`config.mk`:
```
export PLATFORM = sky130hd
export DESIGN_NAME = uart_tx_arb
export DESIGN_NICKNAME = d
export VERILOG_FILES = /design/src/rtl/uart_tx_arb.sv
export SDC_FILE = /design/constraint.sdc
export NUM_CORES = 1
export LEC_CHECK = 0
export CAP_MARGIN = 30
export CORE_AREA = 2 2 153 155
export DETAILED_ROUTE_END_ITERATION = 6
export DIE_AREA = 0 0 155 157
export PLACE_DENSITY_LB_ADDON = 0.12
export SLEW_MARGIN = 20
export SYNTH_ARGS = -nofsm -noshare
export SYNTH_HDL_FRONTEND = slang
export SYNTH_SLANG_ARGS = --single-unit
```
`constraint.sdc`:
```
create_clock -name sys_clk -period 1.65 [get_ports sys_clk]
set_input_delay 0.33 -clock sys_clk [delete_from_list [all_inputs] [get_ports sys_clk]]
set_output_delay 0.33 -clock sys_clk [all_outputs]
set_load 0.005 [all_outputs]
```
`src/rtl/uart_tx_arb.sv`:
```
// Round-robin arbiter that shares one packet UART transmitter between two requesters.
// It latches the granted packet, strobes a launch, follows tx_busy, and then holds an inter-packet gap.
module uart_tx_arb #(
  parameter int unsigned START_TIMEOUT = 16,
  parameter int unsigned GAP_CYCLES    = 4
) (
  input  logic         sys_clk,
  input  logic         sys_rst_n,
  input  logic         req0_valid,
  input  logic [127:0] req0_data,
  output logic         req0_ready,
  input  logic         req1_valid,
  input  logic [127:0] req1_data,
  output logic         req1_ready,
  input  logic         tx_busy,
  output logic         send_en,
  output logic [127:0] send_data,
  output logic         grant_id,
  output logic         arb_busy,
  input  logic         err_clr,
  output logic         err_timeout
);

  typedef enum logic [1:0] {IDLE, WAIT_RISE, WAIT_FALL, GAP} state_t;

  localparam logic [7:0] TIMEOUT_LIM = 8'(START_TIMEOUT);
  localparam logic [7:0] GAP_LIM     = 8'(GAP_CYCLES);
  // With no gap configured, the end of a packet returns straight to IDLE.
  localparam state_t     AFTER_TX    = (GAP_CYCLES == 0) ? IDLE : GAP;

  state_t     state, state_next;
  logic [7:0] cnt, cnt_next, cnt_inc;
  logic       grant, grant_sel, timeout_hit;
  logic       send_en_d, ready0_d, ready1_d, err_d;

  // NOTE: sequential state uses non-blocking assignments so that every flop samples pre-edge values.
  always_ff @(posedge sys_clk or negedge sys_rst_n) begin
    if (!sys_rst_n) begin
      state <= IDLE;
      cnt   <= '0;
    end else begin
      state <= state_next;
      cnt   <= cnt_next;
    end
  end

  // NOTE: every signal gets a default before the case statement, so no path can infer a latch.
  always_comb begin
    state_next  = state;
    cnt_next    = cnt;
    cnt_inc     = cnt + 8'd1;
    timeout_hit = 1'b0;
    grant       = req0_valid | req1_valid;
    grant_sel   = (req0_valid & req1_valid) ? ~grant_id : req1_valid;
    case (state)
      IDLE: begin
        if (grant) begin
          state_next = WAIT_RISE;
          cnt_next   = '0;
        end
      end
      WAIT_RISE: begin
        if (tx_busy) begin
          state_next = WAIT_FALL;
          cnt_next   = '0;
        end else if (cnt_inc == TIMEOUT_LIM) begin
          timeout_hit = 1'b1;
          state_next  = AFTER_TX;
          cnt_next    = '0;
        end else begin
          cnt_next = cnt_inc;
        end
      end
      WAIT_FALL: begin
        if (!tx_busy) begin
          state_next = AFTER_TX;
          cnt_next   = '0;
        end
      end
      GAP: begin
        if (cnt_inc == GAP_LIM) begin
          state_next = IDLE;
          cnt_next   = '0;
        end else begin
          cnt_next = cnt_inc;
        end
      end
      default: begin
        state_next = IDLE;
        cnt_next   = '0;
      end
    endcase
  end

  always_comb begin
    send_en_d = (state == IDLE) && grant;
    ready0_d  = send_en_d && !grant_sel;
    ready1_d  = send_en_d && grant_sel;
    // A clear in the same cycle as a timeout wins.
    err_d     = err_clr ? 1'b0 : (err_timeout | timeout_hit);
  end

  always_ff @(posedge sys_clk or negedge sys_rst_n) begin
    if (!sys_rst_n) begin
      send_en     <= 1'b0;
      req0_ready  <= 1'b0;
      req1_ready  <= 1'b0;
      send_data   <= '0;
      grant_id    <= 1'b1;
      arb_busy    <= 1'b0;
      err_timeout <= 1'b0;
    end else begin
      send_en     <= send_en_d;
      req0_ready  <= ready0_d;
      req1_ready  <= ready1_d;
      arb_busy    <= (state_next != IDLE);
      err_timeout <= err_d;
      if (send_en_d) begin
        send_data <= grant_sel ? req1_data : req0_data;
        grant_id  <= grant_sel;
      end
    end
  end

endmodule

```
Word level (Yosys, flattened, before mapping)
Index checks and enable logic that the tools add are counted.
{"block": "totals", "register_bits": 144, "inputBits": 262, "output_inout_bits": 134, "wordCells": 46}
{"block": "op_classes", "add_sub_neg": 1, "eq_ne": 7, "n_mux": 18, "bitwise_logic": 4, "n_reduce_logical": 7}
{"op": "128-bit two-way mux", "count": 1}
{"op": "8-bit two-way mux", "count": 5}
{"op": "8-bit case mux with 4 select lines", "count": 1}
{"op": "2-bit two-way mux", "count": 5}
{"op": "8-bit by 1-bit adder with 8-bit output, second input constant", "count": 1}
{"op": "8-bit by 3-bit == test with 1-bit output, second input constant", "count": 1}
{"op": "8-bit by 5-bit == test with 1-bit output, second input constant", "count": 1}
{"op": "2-bit case mux with 4 select lines", "count": 1}
{"op": "1-bit two-way mux", "count": 5}
{"op": "2-bit == test, second input constant", "count": 2}
{"op": "2-bit inequality test, second input constant", "count": 2}
{"op": "1-bit logical AND", "count": 3}
{"op": "2-bit by 1-bit == test with 1-bit output, second input constant", "count": 1}
{"op": "2-bit zero test", "count": 1}
{"op": "1-bit bitwise OR", "count": 2}
{"op": "2-bit AND reduction", "count": 1}
{"op": "2-bit nonzero test", "count": 1}
{"op": "1-bit bitwise AND", "count": 1}
{"op": "1-bit zero test", "count": 1}
{"op": "1-bit NOT", "count": 1}

Depth between registers and ports, before layout
Gate-level depths: netlist of the first run.
{"block": "logic_depth", "word_depth": 7, "depth_mapped": 7, "mapped_depth_nobuf": 5}

Worst setup path after synthesis of the first run
Ideal clock, no wire load.
{"block": "synth_path", "path_type": "flip-flop to flip-flop", "from": "register grant_id", "to": "register send_data[47]", "t_arrival_ns": 1.446, "path_slack_ns": 0.077, "stages_incl_launch_ff": 8, "n_path_buf": 3, "path_cell_list": "dfstp_2 nand2_1 and3_1 buf_2 buf_6 buf_2 a222oi_1 inv_1"}
{"block": "synth_between", "elab_chain_cells": 3}
{"item": "start: declaration", "line_no": "18", "text": "output logic grant_id,"}
{"item": "start signal: assignment", "line_no": "120", "text": "grant_id <= grant_sel;"}
{"item": "1-bit NOT", "line_no": "54", "text": "grant_sel = (req0_valid & req1_valid) ? ~grant_id : req1_valid;"}
{"item": "1-bit two-way mux", "line_no": "54"}
{"item": "128-bit two-way mux", "line_no": "119", "text": "send_data <= grant_sel ? req1_data : req0_data;"}
{"item": "end signal: assignment", "line_no": "119"}
{"item": "end: declaration", "line_no": "17", "text": "output logic [127:0] send_data,"}
Every way passes these cells.
A chain may end at the register's enable or synchronous reset.

Worst setup path after layout of the first run
{"block": "layout_path", "from": "register send_data[127]", "to": "output port send_data[127]"}
No word-level cell between the ends.

==> summary by stage, run 1 <==
Drt
The violation count after the first detailed-route iteration is between 600 and 700. In this run the remaining antenna-violating nets after routing total 0. The number of detailed-route iterations in the first pass is 6. The total vias in the final route is 6,153. The detailed-route vias per instance is ~5. Dividing the detail-routed wire length by the instance count gives between 15 and 20 um. After detailed routing, the number of remaining DRC violations is 0. The total detailed-routing wirelength is 24,300 um.

GRT
Entering global routing, the biggest net connects 65 pins. The initial antenna violation count is 2. The total global routing overflow is 0. The overall fraction of global-route tracks in use is a little under a fifth. The wire length of the first global-routing pass is approximately 35,000 um.

The number of global-route vias before repair is 6,257.

Critical path
The type of the setup path with the least slack is flip-flop to output pin. Broken down by cell family, the worst path's largest delay share belongs to buffers and inverters. The type of element capturing the critical path is an output pin. The path depth of the worst reg2reg path is 6.

STA classifies the critical path startpoint as a flip-flop. The signal on the critical path passes through clkdlybuf4s50_1. At the worst endpoint, the arrival time is 1.29 ns. The number of buffers and inverters on the critical path is 1.

The worst endpoint required time is 1.32 ns. On the critical path, the stage with the largest delay is an instance of clkdlybuf4s50_1. The peak per-stage delay on the critical path is 0.51 ns.

In this run the worst path has a maximum fanout of 2. The logic depth of the worst setup path including buffers is 1.

CTS
In this run the deepest clock path goes through 2 buffers. TritonCTS built the clock tree. CTS built an H-tree with a depth of 4. The clock-pin slew of the registers on the worst-case setup and hold paths is around 0.060 ns.

The tree is rooted in a clkbuf_16. The clock drives between 100 and 150 sinks. The number of buffers created by CTS is 17. The clock insertion delay at the later pin of the skew report is ~0.42 ns.

Yosys
Synthesis produced a netlist with a net count of 785. The count of mapped cells out of synthesis is approximately 520. The fraction of synthesized cell area in xor and xnor cells is less than 1%. The flip-flop and latch count after synthesis is around 140. The proportion of synthesized flip-flops having asynchronous set or reset is between 90% and 100%. The number of flops mapped to enable cells by yosys is 0. The number of different library cells in the post-synthesis netlist is 43. The adder and majority gate portion of the synthesized area is less than 1%. The proportion of synthesized chip area in sequential cells is around 59%. The Yosys warning count is 0. Yosys instantiated no cell more often than dfrtp_1.

For this run, the leading register cell type out of synthesis is dfrtp_1. After synthesis, the largest family of logic cells by area is compound AO/OA/AOI/OAI gates. The mean instance size in the synthesized netlist is between 10 and 15 um^2.

After Yosys synthesis, and, or, nand and nor cells account for under 10% of the synthesized area. After synthesis, the most frequently instantiated cells are dfrtp_1 (143), inv_1 (133), a222oi_1 (128). The biggest area contributor in the post-synthesis netlist is dfrtp_1. Yosys attributes the largest share of cell area to dfrtp_1 (58%), a222oi_1 (21%), inv_1 (8.1%).

The share of cell area taken by muxes after synthesis is 0%. After synthesis, the largest area contributor takes up 58.1% of total cell area. The synthesized netlist devotes approximately a quarter of its cell area to compound gates. After synthesis the cells add up to about 0.0062 mm^2.

Placed design
Detailed placement ended at an HPWL of ~18,000 um. Including well taps, the total number of placed cells is ~1.2k. The congestion estimate from routability-driven global placement came to 0.760. Port buffering added approximately 400 buffers.

Power and ir drop
The internal portion of the total power is 12.1 mW. The switching share of power is 30.5%. The cell area power density is around 1500 mW/mm^2. The share of total power dissipated in sequential elements is 33.5%. Of the total power, combinational logic draws between 40% and 50%. The share of total power in the clock network is around a quarter. The net switching power is 5.32 mW.

The static leakage is ~6.2 nW. The maximum vdd ir drop is between 0.5 and 0.6 mV.

STA
The actual transition at the worst max-transition pin is ~0.38 ns. The total count of hold-check failures in the final report was 0. Of the available clock period, the critical path in the final layout requires 98.2%. The worst clock skew on the final layout is between 0.01 and 0.015 ns. Setup repair after global routing could not meet its margin everywhere. The final-report setup violation count is 0.

The final-report max-slew violation count is 0. The maximum frequency from static timing analysis is 617 MHz. The worst path needs between 1.5 and 2 ns of the cycle, external delays included. The normalized max-slew margin is around three quarters.

Floorplanning
The core region area is between 0.02 and 0.025 mm^2. The I/O pin count is between 300 and 400. The number of placement rows is 55. The die extent in x is ~160 um. The initial utilization of the core area, before any placement, comes to a little over a quarter. The die is approximately 160 um tall. The die covers around 0.024 mm^2.

Layout
Once layout is complete, the utilization of the core stands at between 50% and 60%. The final layout net count is ~1.2k. The finished layout holds 1,247 standard cells, fillers aside. The share of final-layout standard cells stronger than drive strength 1 is between 10% and 20%. The count of filler cells inserted in the layout is around 2.1k. The area growth from synthesis to layout is 88.0%. The storage element area is approximately 0.0036 mm^2.

The multi-input combinational cells in the finished layout cover a total of between 0.0015 and 0.002 mm^2.

Hold path
The tightest min-delay check is of the input pin to async pin type.

Status
The flow ran to the end, and the final reports show no timing, DRC or antenna violations.

Flow run
Across the run, the number of max-cap violations was 0.
## logic make-up (layout without fill, tap and decap cells)
logic type | count (synthesis) | in the layout
flip-flops | 144 | 144
AO/OA/AOI/OAI | 160 | 160
buffers and inverters | 179 | 617
adder cells (fa/ha/maj) | 1 | 1
other | 0 | 2
AND/OR/NAND/NOR | 35 | 35
XOR/XNOR | 3 | 3
## repair_timing
item                                    in CTS  in global routing
gates cloned                                 0                  1
endpoints found under the setup margin      49                102
pin swaps                                    1                 12
hold buffers                                 1                  0
setup buffers                                1                  5
hold endpoints to repair                    27                  0
gates resized for setup                     41                 73
## path summary, 6_finish.rpt
check	from	endpoint	slack, ns
setup / recovery	send_data[127]	send_data[127]	0.03
hold / removal	sys_rst_n	send_data[91]	0.39
setup reg to reg	cnt[7]	cnt[2]	0.04
hold reg to reg	send_data[64]	send_data[64]	0.50
max in group asynchronous	sys_rst_n	send_data[2]	0.67
min in group sys_clk	err_clr	err_timeout	0.44
## layer usage
metal / track usage [%] / vias to the layer above / part of all wire (%)
met5: 0 / - / 0
met4: 6.48 / 0 / 1.9
met3: 5.56 / 29 / 7.2
met2: 32.1 / 267 / 51
met1: 22.6 / 3006 / 40
li1: - / 2851 / -
## sequential cells by signal, summed over array words and instances (netlist names)
signal and flops:
cnt 8, send_data 128, state 2, req1_ready 1, grant_id 1, req0_ready 1
send_en 1, err_timeout 1, arb_busy 1
## power groups by stage
stage / sequential, mW / combinational [mW] / clock (mW)
6_report: 5.85 / 7.48 / 4.11
3_3_place_gp: 5.88 / 7.78 / 0
5_1_grt: 6.02 / 8.18 / 4.35
4_1_cts: 5.87 / 7.60 / 4.23
2_1_floorplan: 6.01 / 2.95 / 0
3_5_place_dp: 5.91 / 7.83 / 0
## cell type report
cell class | count | share of cell area (%)
multi-input cells | 199 | 16.0
diodes | 2 | 0.0433
inverters | 133 | 4.31
well taps | 285 | 3.08
clock buffers | 19 | 3.74
repair buffers | 453 | 40.0
clock inverters | 12 | 1.56
flip-flops and latches | 144 | 31.2
## metrics by stage
| step | hold WS, ns | cell area (um^2) | setup TNS (ns) | setup slack (ns) | power [mW] |
|---|---|---|---|---|---|
| 2_1_floorplan | 0.0344 | 6150 | 0 | 0.0770 | 8.95 |
| 3_3_place_gp | 0.262 | 10700 | -28.62 | -0.257 | 13.7 |
| 3_5_place_dp | 0.264 | 10700 | -32.83 | -0.301 | 13.7 |
| 4_1_cts | 0.379 | 11300 | -0.0249 | -0.0170 | 17.7 |
| 5_1_grt | 0.416 | 11600 | -0.456 | -0.0337 | 18.6 |
| 6_report | 0.391 | 11600 | 0 | 0.0299 | 17.4 |
## placed cells by master (no fill, tap or decap), types with 2 or more instances in the layout
master	instances
clkinvlp_4	2
a31oi_1	3
buf_4	46
a222oi_1	128
clkbuf_1	2
o41ai_1	2
dfrtp_1	141
nand2_1	7
bufinv_16	4
clkbuf_16	18
dlygate4sd2_1	35
dlymetal6s2s_1	60
nor3_1	3
inv_6	4
buf_6	3
diode_2	2
o21ai_1	2
clkdlybuf4s50_1	299
inv_1	133
nor2_1	6
o21ai_0	7
a21oi_1	3
and2_2	2
dfrtp_2	2
clkinv_2	2
o31ai_1	2
buf_12	7
nand3_1	2
nand2b_1	3
and3_4	3
Note: power is estimated with default switching activity, not from simulation.
==> run 2, diff against run 1 <==
clock period = 1.5 ns   (was 1.65 ns; I/O delays follow)
==> run 2 against run 1 <==
The flow now finishes with violations (DRC, setup timing). Hold slack got worse by 0.083 ns. Critical path depth grew 5. Clock power is 1% lower. Wire length is 12% higher. Die area stayed put. Combinational power grew 14%. Power rose by 8.9%. Worst setup slack got worse by 0.17 ns. Sequential share of layout area decreased by 0.60 points. Count of clock-buffer cells in the layout shrank 1. Sequential cell count unchanged. Sequential power increased by 9.6%. Critical endpoint is now send_data[7]. Largest power group unchanged.
==> summary by stage, run 2 (synthesis results as in run 1) <==
Status
The run finished, with violations left. The checks that failed: DRC, setup timing.

STA
The smallest setup slack after layout came to -0.138 ns (-0.168 ns). The worst hold margin is 0.308 ns (-0.0830 ns). The total count of hold-check failures in the final report is 0 (unchanged). The final-report setup violation count is 135 (+135). Setup repair after global routing could not meet its margin everywhere. The normalized max-slew margin is 76.8% (+1.9 points). The actual transition at the worst max-transition pin came to 0.348 ns (-0.0279 ns). The worst clock skew on the final layout is 0.00769 ns (-0.00396 ns).

The worst path in the final design needs a cycle of ~1.6 ns, including I/O delays and setup. Static timing analysis puts the maximum clock frequency at 610 MHz. The final-report max-slew violation count is 0 (unchanged). The period utilization is 109%.

Critical path
The buffers plus inverters on the worst setup path is 3 (+2). The peak per-stage delay on the critical path came to 0.41 ns (-0.10 ns). The path depth of the worst reg2reg path was 6 (unchanged). The maximum fanout count along the critical path is 17 (+15).

The signal on the critical path passes through nor2_4, buf_6, and3_4, clkbuf_16, a222oi_1, inv_1. The arrival time at the worst endpoint was 2.00 ns (+0.71 ns). The logic depth of the worst setup path including buffers is 6 (+5). Among cell families on the critical path, the largest total delay comes from simple AND/OR/NAND/NOR gates. The type of element capturing the critical path is a flip-flop. The worst setup path is launched from a flip-flop. By startpoint and endpoint, the worst setup path is classified as flip-flop to flip-flop. The critical path's slowest cell is dfrtp_1. The worst endpoint required time is 1.86 ns (+0.54 ns).

Layout
The area growth from synthesis to layout is 91.9%. Leaving out fill and tap cells, the most frequent cell in the layout is clkdlybuf4s50_1. The flip-flop count of the largest register after layout is 128 (unchanged). In the final layout, the registers with the most flip-flops are send_data (128), cnt (8), state (2). The total inserted antenna cells is 0 (-2). The cell area after layout was 0.0118 mm^2 (+2.1%). The register with the most flip-flops in the final layout is send_data. The library cells used most frequently in the layout, excluding fill and tap cells, are clkdlybuf4s50_1 (260), dfrtp_1 (138), dlygate4sd2_1 (134). The final layout net count came to 1,229 (+1.5%).

The share of final-layout standard cells stronger than drive strength 1 came to 13.9% (+2.4 points). The count of filler cells inserted in the layout is 2,031 (-3.1%).

CTS
The clock sink count is 144 (unchanged). The clock insertion delay at the later pin of the skew report is 0.42 ns (about the same). The buffer levels on the longest clock path is 2 (unchanged).

TritonCTS built the clock tree. The clock-pin slew of the registers on the worst-case setup and hold paths is 0.07 ns (about the same). The count of H-tree levels built during CTS is 4 (unchanged). The number of buffers created by CTS came to 17 (unchanged).

The tree is rooted in a clkbuf_16.

Flow run
The count of max-cap constraint violations was 0 (unchanged).

GRT
The number of global-route vias before repair is 6,450 (+3.1%). The initial antenna violation count is 0 (-2). The overall fraction of global-route tracks in use is 20.8% (+2.1 points). The largest net degree at the start of global routing is 58 (-11%). The wire length of the first global-routing pass was 38,400 um (+8.3%). The total global routing overflow came to 0 (unchanged).

Drt
The total detailed-routing wirelength came to 27,200 um (+12%). The number of detailed-route iterations in the first pass is 7 (+1). The number of design rule violations left after detail routing came to 6 (+6). The detailed-route vias per instance is 5.04 (+2.2%). The remaining antenna violation count after routing is 0 (unchanged). The mean routed wirelength per cell was 21.5 um (+10%). The violation count after the first detailed-route iteration is 727 (+6.0%). The total vias in the final route came to 6,365 (+3.4%).

Placed design
The weighted congestion reported at the end of routability-driven placement came to 0.751 (-1.2%). The port buffer count is 395 (unchanged). The area after detailed placement came to 0.0107 mm^2 (-0.14%). The HPWL after detailed placement was 16,600 um (-5.7%).

Power and ir drop
The cell area power density is 1610 mW/mm^2 (+6.7%). The maximum vdd ir drop came to 0.715 mV (+26%). The static leakage is 5.87 nW (-5.7%).

Floorplanning
The die extent in x is 155 um (unchanged). The effective utilization at floorplan was 27.4% (unchanged). The I/O pin count is 396 (unchanged). The die footprint is 0.0243 mm^2 (unchanged). The die outline height was 157 um (unchanged).

The number of placement rows was 55 (unchanged). The core region area is 0.0225 mm^2 (unchanged).

Hold path
The path class of the tightest hold or removal check is input pin to async pin.
## run 2: changes by cell type in the layout (fill, tap and decap cells not counted), moves of 6 or more
cell             change
dlymetal6s2s_1      -60
clkdlybuf4s50_1     -39
buf_4               -11
buf_6                +6
buf_16              +10
dlygate4sd2_1       +99
buf_12               +6
clkbuf_16            +7
## run 2: worst register-to-register path, cell delays in order (launching register included)
cell,delay (ns)
dfrtp_1,0.41
nor2_4,0.20
buf_6,0.12
and3_4,0.38
clkbuf_16,0.28
a222oi_1,0.12
inv_1,0.07
## run 2: layout make-up
type	count	area (um^2)	share of cell area [%]
clock buffers	18	429	3.63
multi-input cells	199	1890	16.0
clock inverters	12	114	0.964
repair buffers	471	4910	41.6
flip-flops and latches	144	3610	30.6
inverters	133	499	4.23
well taps	285	357	3.02
## run 2: per-stage QoR
stage	total power [mW]	cells	worst slack [ns]	TNS, ns	util, %
after floorplan	9.89	522	-0.00354	-0.100	-
after global placement	15.0	1198	-0.350	-41.93	47.4
after detailed placement	15.0	1198	-0.391	-46.02	47.4
after CTS	18.9	1256	-0.160	-11.10	51.8
after global routing	20.3	1262	-0.200	-21.03	52.5
final	19.0	1262	-0.138	-11.42	52.5
## run 2: final timing paths
| check | startpoint | end | slack, ns |
|---|---|---|---|
| worst min register to register | send_data[12] | send_data[12] | 0.50 |
| worst max-delay path | state[1] | send_data[7] | -0.14 |
| worst max register to register | state[1] | send_data[7] | -0.14 |
| max in group asynchronous | sys_rst_n | cnt[6] | 0.61 |
| min in group sys_clk | err_clr | err_timeout | 0.42 |
| worst min-delay path | sys_rst_n | send_data[90] | 0.31 |
## run 2: repair_timing
item,in CTS,in global routing
gates cloned,12,10
hold buffers,1,0
setup buffers,15,2
setup endpoints to repair,271,142
gates resized for setup,166,21
pin swaps,38,88
hold endpoints to repair,20,0
## run 2: metal layers
metal  share of wire (%)  GRT usage (%)  vias up
met5                   0              0        -
met4                 2.0           7.32        0
met3                 7.9           5.73       34
met2                  52           36.8      312
met1                  38           24.4     3123
li1                    -              -     2896
## run 2: power breakdown
part	total, mW	leakage, nW	internal [mW]	switching (mW)
Clock	4.06	0.255	2.28	1.79
Combinational	8.52	3.80	4.95	3.57
Sequential	6.41	1.81	5.56	0.856
Total	19.0	5.87	12.8	6.21
==> run 3, diff against run 2 <==
CELL_PAD_IN_SITES_DETAIL_PLACEMENT = 1   (was unset)
CELL_PAD_IN_SITES_GLOBAL_PLACEMENT = 1   (was unset)
CORE_AREA = unset   (was 2 2 153 155)
CORE_UTILIZATION = 27   (was unset)
DIE_AREA = unset   (was 0 0 155 157)
==> run 3 against run 2 <==
The run ends with setup timing left. Count of clock-buffer cells in the layout increased by 1. Critical path depth shrank 1. Sequential power up 2%. Worst setup slack worse by 0.15 ns. Wire length up 10%. Cell count rose by 0.32%. Via count rose by 4.2%. Utilization grew 0.91 points. Die area fell by 3.8%.
==> summary by stage, run 3 (synthesis results as in run 1) <==
STA
The final-report max-slew violation count is 0 (unchanged). The worst hold margin is 0.359 ns (+0.0511 ns). The total count of hold-check failures in the final report is 0 (unchanged).

The final period demand of the worst path is 1.79 ns (+0.150 ns). The final-report setup violation count was 135 (unchanged). The maximum frequency from static timing analysis is 559 MHz (-8.4%). The actual transition at the worst max-transition pin was 0.587 ns (+0.239 ns).

The normalized max-slew margin was 60.7% (-16 points). The final total negative setup slack came to -17.20 ns (-5.78 ns). The worst clock skew on the final layout is 0.00691 ns (-0.000773 ns). Setup repair after global routing could not meet its margin everywhere.

The smallest setup slack after layout came to -0.288 ns (-0.150 ns). The period utilization is 119% (+10 points).

Status
The checks that failed: setup timing. The flow ran to the end, but the final reports show violations.

Layout
The library cell used most frequently in the layout, excluding fill and tap cells, is clkdlybuf4s50_1. The area growth from synthesis to layout is 91.6%. The number of non-filler instances in the completed layout is 1,266 (+0.32%).

The flip-flop count of the largest register after layout is 128 (unchanged). The register name with the most flops is send_data. The share of final-layout standard cells stronger than drive strength 1 was 14.6% (+0.70 points).

The library cells used most frequently in the layout, excluding fill and tap cells, are clkdlybuf4s50_1 (258), dfrtp_1 (137), dlygate4sd2_1 (135). In the final layout, the registers with the most flip-flops are send_data (128), cnt (8), state (2). The area occupied by multi-input gates is 0.00189 mm^2 (+0.20%). The final layout net count is 1,235 (+0.49%). The storage element area is 0.00361 mm^2 (about the same). The count of filler cells inserted in the layout came to 2,364 (+16%).

GRT
The number of global-route vias before repair came to 7,205 (+12%). The overall fraction of global-route tracks in use came to 24.3% (+3.5 points). The initial antenna violation count is 1 (+1). The wire length of the first global-routing pass is 43,200 um (+13%). The largest net degree at the start of global routing is 44 (-24%). The total global routing overflow came to 0 (unchanged).

Critical path
The startpoint type of the worst setup path is a flip-flop. The worst register-to-register path begins at state[0]. The arrival time at the worst endpoint was 2.09 ns (+0.09 ns). The worst setup path is captured at a flip-flop. The signal on the critical path passes through nor2_4, o21ai_4, bufbuf_16, a222oi_1, inv_1. The critical path capture point is send_data[64]. The logic depth of the worst setup path including buffers is 5 (-1).

The worst endpoint required time came to 1.80 ns (-0.06 ns). The slack of the worst reg-to-reg path is -0.29 ns (-0.15 ns). The critical path in this run is classified as flip-flop to flip-flop. The critical path's slowest cell is dfrtp_1. The kind of cell with the highest combined delay along the critical path is compound AO/OA/AOI/OAI gates. In this run the worst setup path begins at state[0]. The peak per-stage delay on the critical path is 0.42 ns (about the same). The endpoint of the worst-slack reg-to-reg timing path is send_data[64].

The path depth of the worst reg2reg path is 5 (-1). The buffers plus inverters on the worst setup path is 2 (-1). The maximum fanout count along the critical path is 9 (-8).

Hold path
The min-delay analysis places its worst path in the category input pin to async pin.

Drt
The number of detailed-route iterations in the first pass is 7 (unchanged). The total detailed-routing wirelength is 29,900 um (+10%). The remaining antenna violation count after routing is 0 (unchanged). The violation count after the first detailed-route iteration is 766 (+5.4%). The number of design rule violations left after detail routing is 0 (-6).

The total vias in the final route is 6,633 (+4.2%). The mean routed wirelength per cell came to 23.6 um (+9.7%). The detailed-route vias per instance is 5.24 (+3.9%).

CTS
The clock insertion delay at the later pin of the skew report is 0.43 ns (about the same). The buffer levels on the longest clock path is 2 (unchanged). The CTS tree is done. The number of buffers created by CTS is 17 (unchanged). The count of H-tree levels built during CTS is 4 (unchanged). The root buffer cell is clkbuf_16.

The clock-pin slew of the registers on the worst-case setup and hold paths came to 0.07 ns (about the same). The clock sink count was 144 (unchanged).

Placed design
The port buffer count is 395 (unchanged). The total instance count after detailed placement is 1,191 (-0.58%). The post-place setup slack is -0.485 ns (-0.0938 ns).

The weighted congestion reported at the end of routability-driven placement is 0.806 (+7.3%). The HPWL after detailed placement came to 19,300 um (+16%).

Floorplanning
The effective utilization at floorplan is 27.9% (+0.51 points). The number of placement rows is 54 (-1.8%). The I/O pin count came to 396 (unchanged). The core region area is 0.0221 mm^2 (-1.8%). The die extent in x is 153 um (-1.3%). The die outline height is 153 um (-2.6%). The die footprint was 0.0234 mm^2 (-3.8%).

Power and ir drop
The power share of the combinational group is 44.0% (-0.8 points). The static leakage is 5.93 nW (+1.1%). The cell area power density is 1680 mW/mm^2 (+4.2%). The switching share of power is 33.4% (+0.65 points). The part of the total power dissipated in sequential elements was 33.0% (-0.8 points). The share of total power in the clock network came to 23.0% (+1.6 points). The maximum vdd ir drop is 0.630 mV (-12%). The net switching power is 6.59 mW (+6.1%). The cell-internal power came to 13.2 mW (+3.0%).

Flow run
The count of max-cap constraint violations came to 0 (unchanged).
run 3: power by group through the flow:
stage	sequential, mW	combinational (mW)	clock (mW)
final	6.52	8.69	4.55
after global routing	6.72	9.41	4.82
after floorplan	6.61	3.28	0
after CTS	6.50	8.42	4.64
after global placement	6.49	8.42	0
after detailed placement	6.59	8.68	0
run 3: worst min-delay path by stage:
stage	slack, ns	to	cells past startpoint	from
after floorplan	0.004	arb_busy	0	sys_rst_n
after global placement	0.26	send_data[104]	1	sys_rst_n
after detailed placement	0.25	send_data[104]	1	sys_rst_n
after CTS	0.37	send_data[104]	2	sys_rst_n
after global routing	0.39	send_data[104]	2	sys_rst_n
final	0.36	send_data[104]	2	sys_rst_n
run 3: layer usage:
metal	global-route usage [%]	up-vias	wire (um)
met3	7.09	51	2140
met2	44.2	300	15700
li1	-	2913	-
met4	10.9	0	962
met5	0	-	0
met1	26.0	3369	11100
run 3: cell type report:
type / instances / share of cell area, %
Antenna cell: 1 / 0.0212
Multi-Input combinational cell: 200 / 16.0
Clock buffer: 19 / 3.76
Sequential cell: 144 / 30.6
Timing Repair Buffer: 476 / 40.9
Inverter: 133 / 4.23
Clock inverter: 13 / 1.51
Tap cell: 280 / 2.97
run 3: per-stage QoR:
stage	util, %	power [mW]	area (um^2)
floorplan	-	9.89	6210
global placement	48.3	14.9	10700
detailed placement	48.3	15.3	10700
CTS	52.4	19.6	11600
global route	53.4	20.9	11800
finish	53.4	19.8	11800
run 3: repair_timing:
action / 4_1_cts / 5_1_grt
cloned: 9 / 9
hold endpoints to repair: 36 / 0
gates resized for setup: 158 / 23
endpoints found under the setup margin: 270 / 140
setup buffers: 18 / 8
hold buffers: 1 / 0
pin swaps: 16 / 35
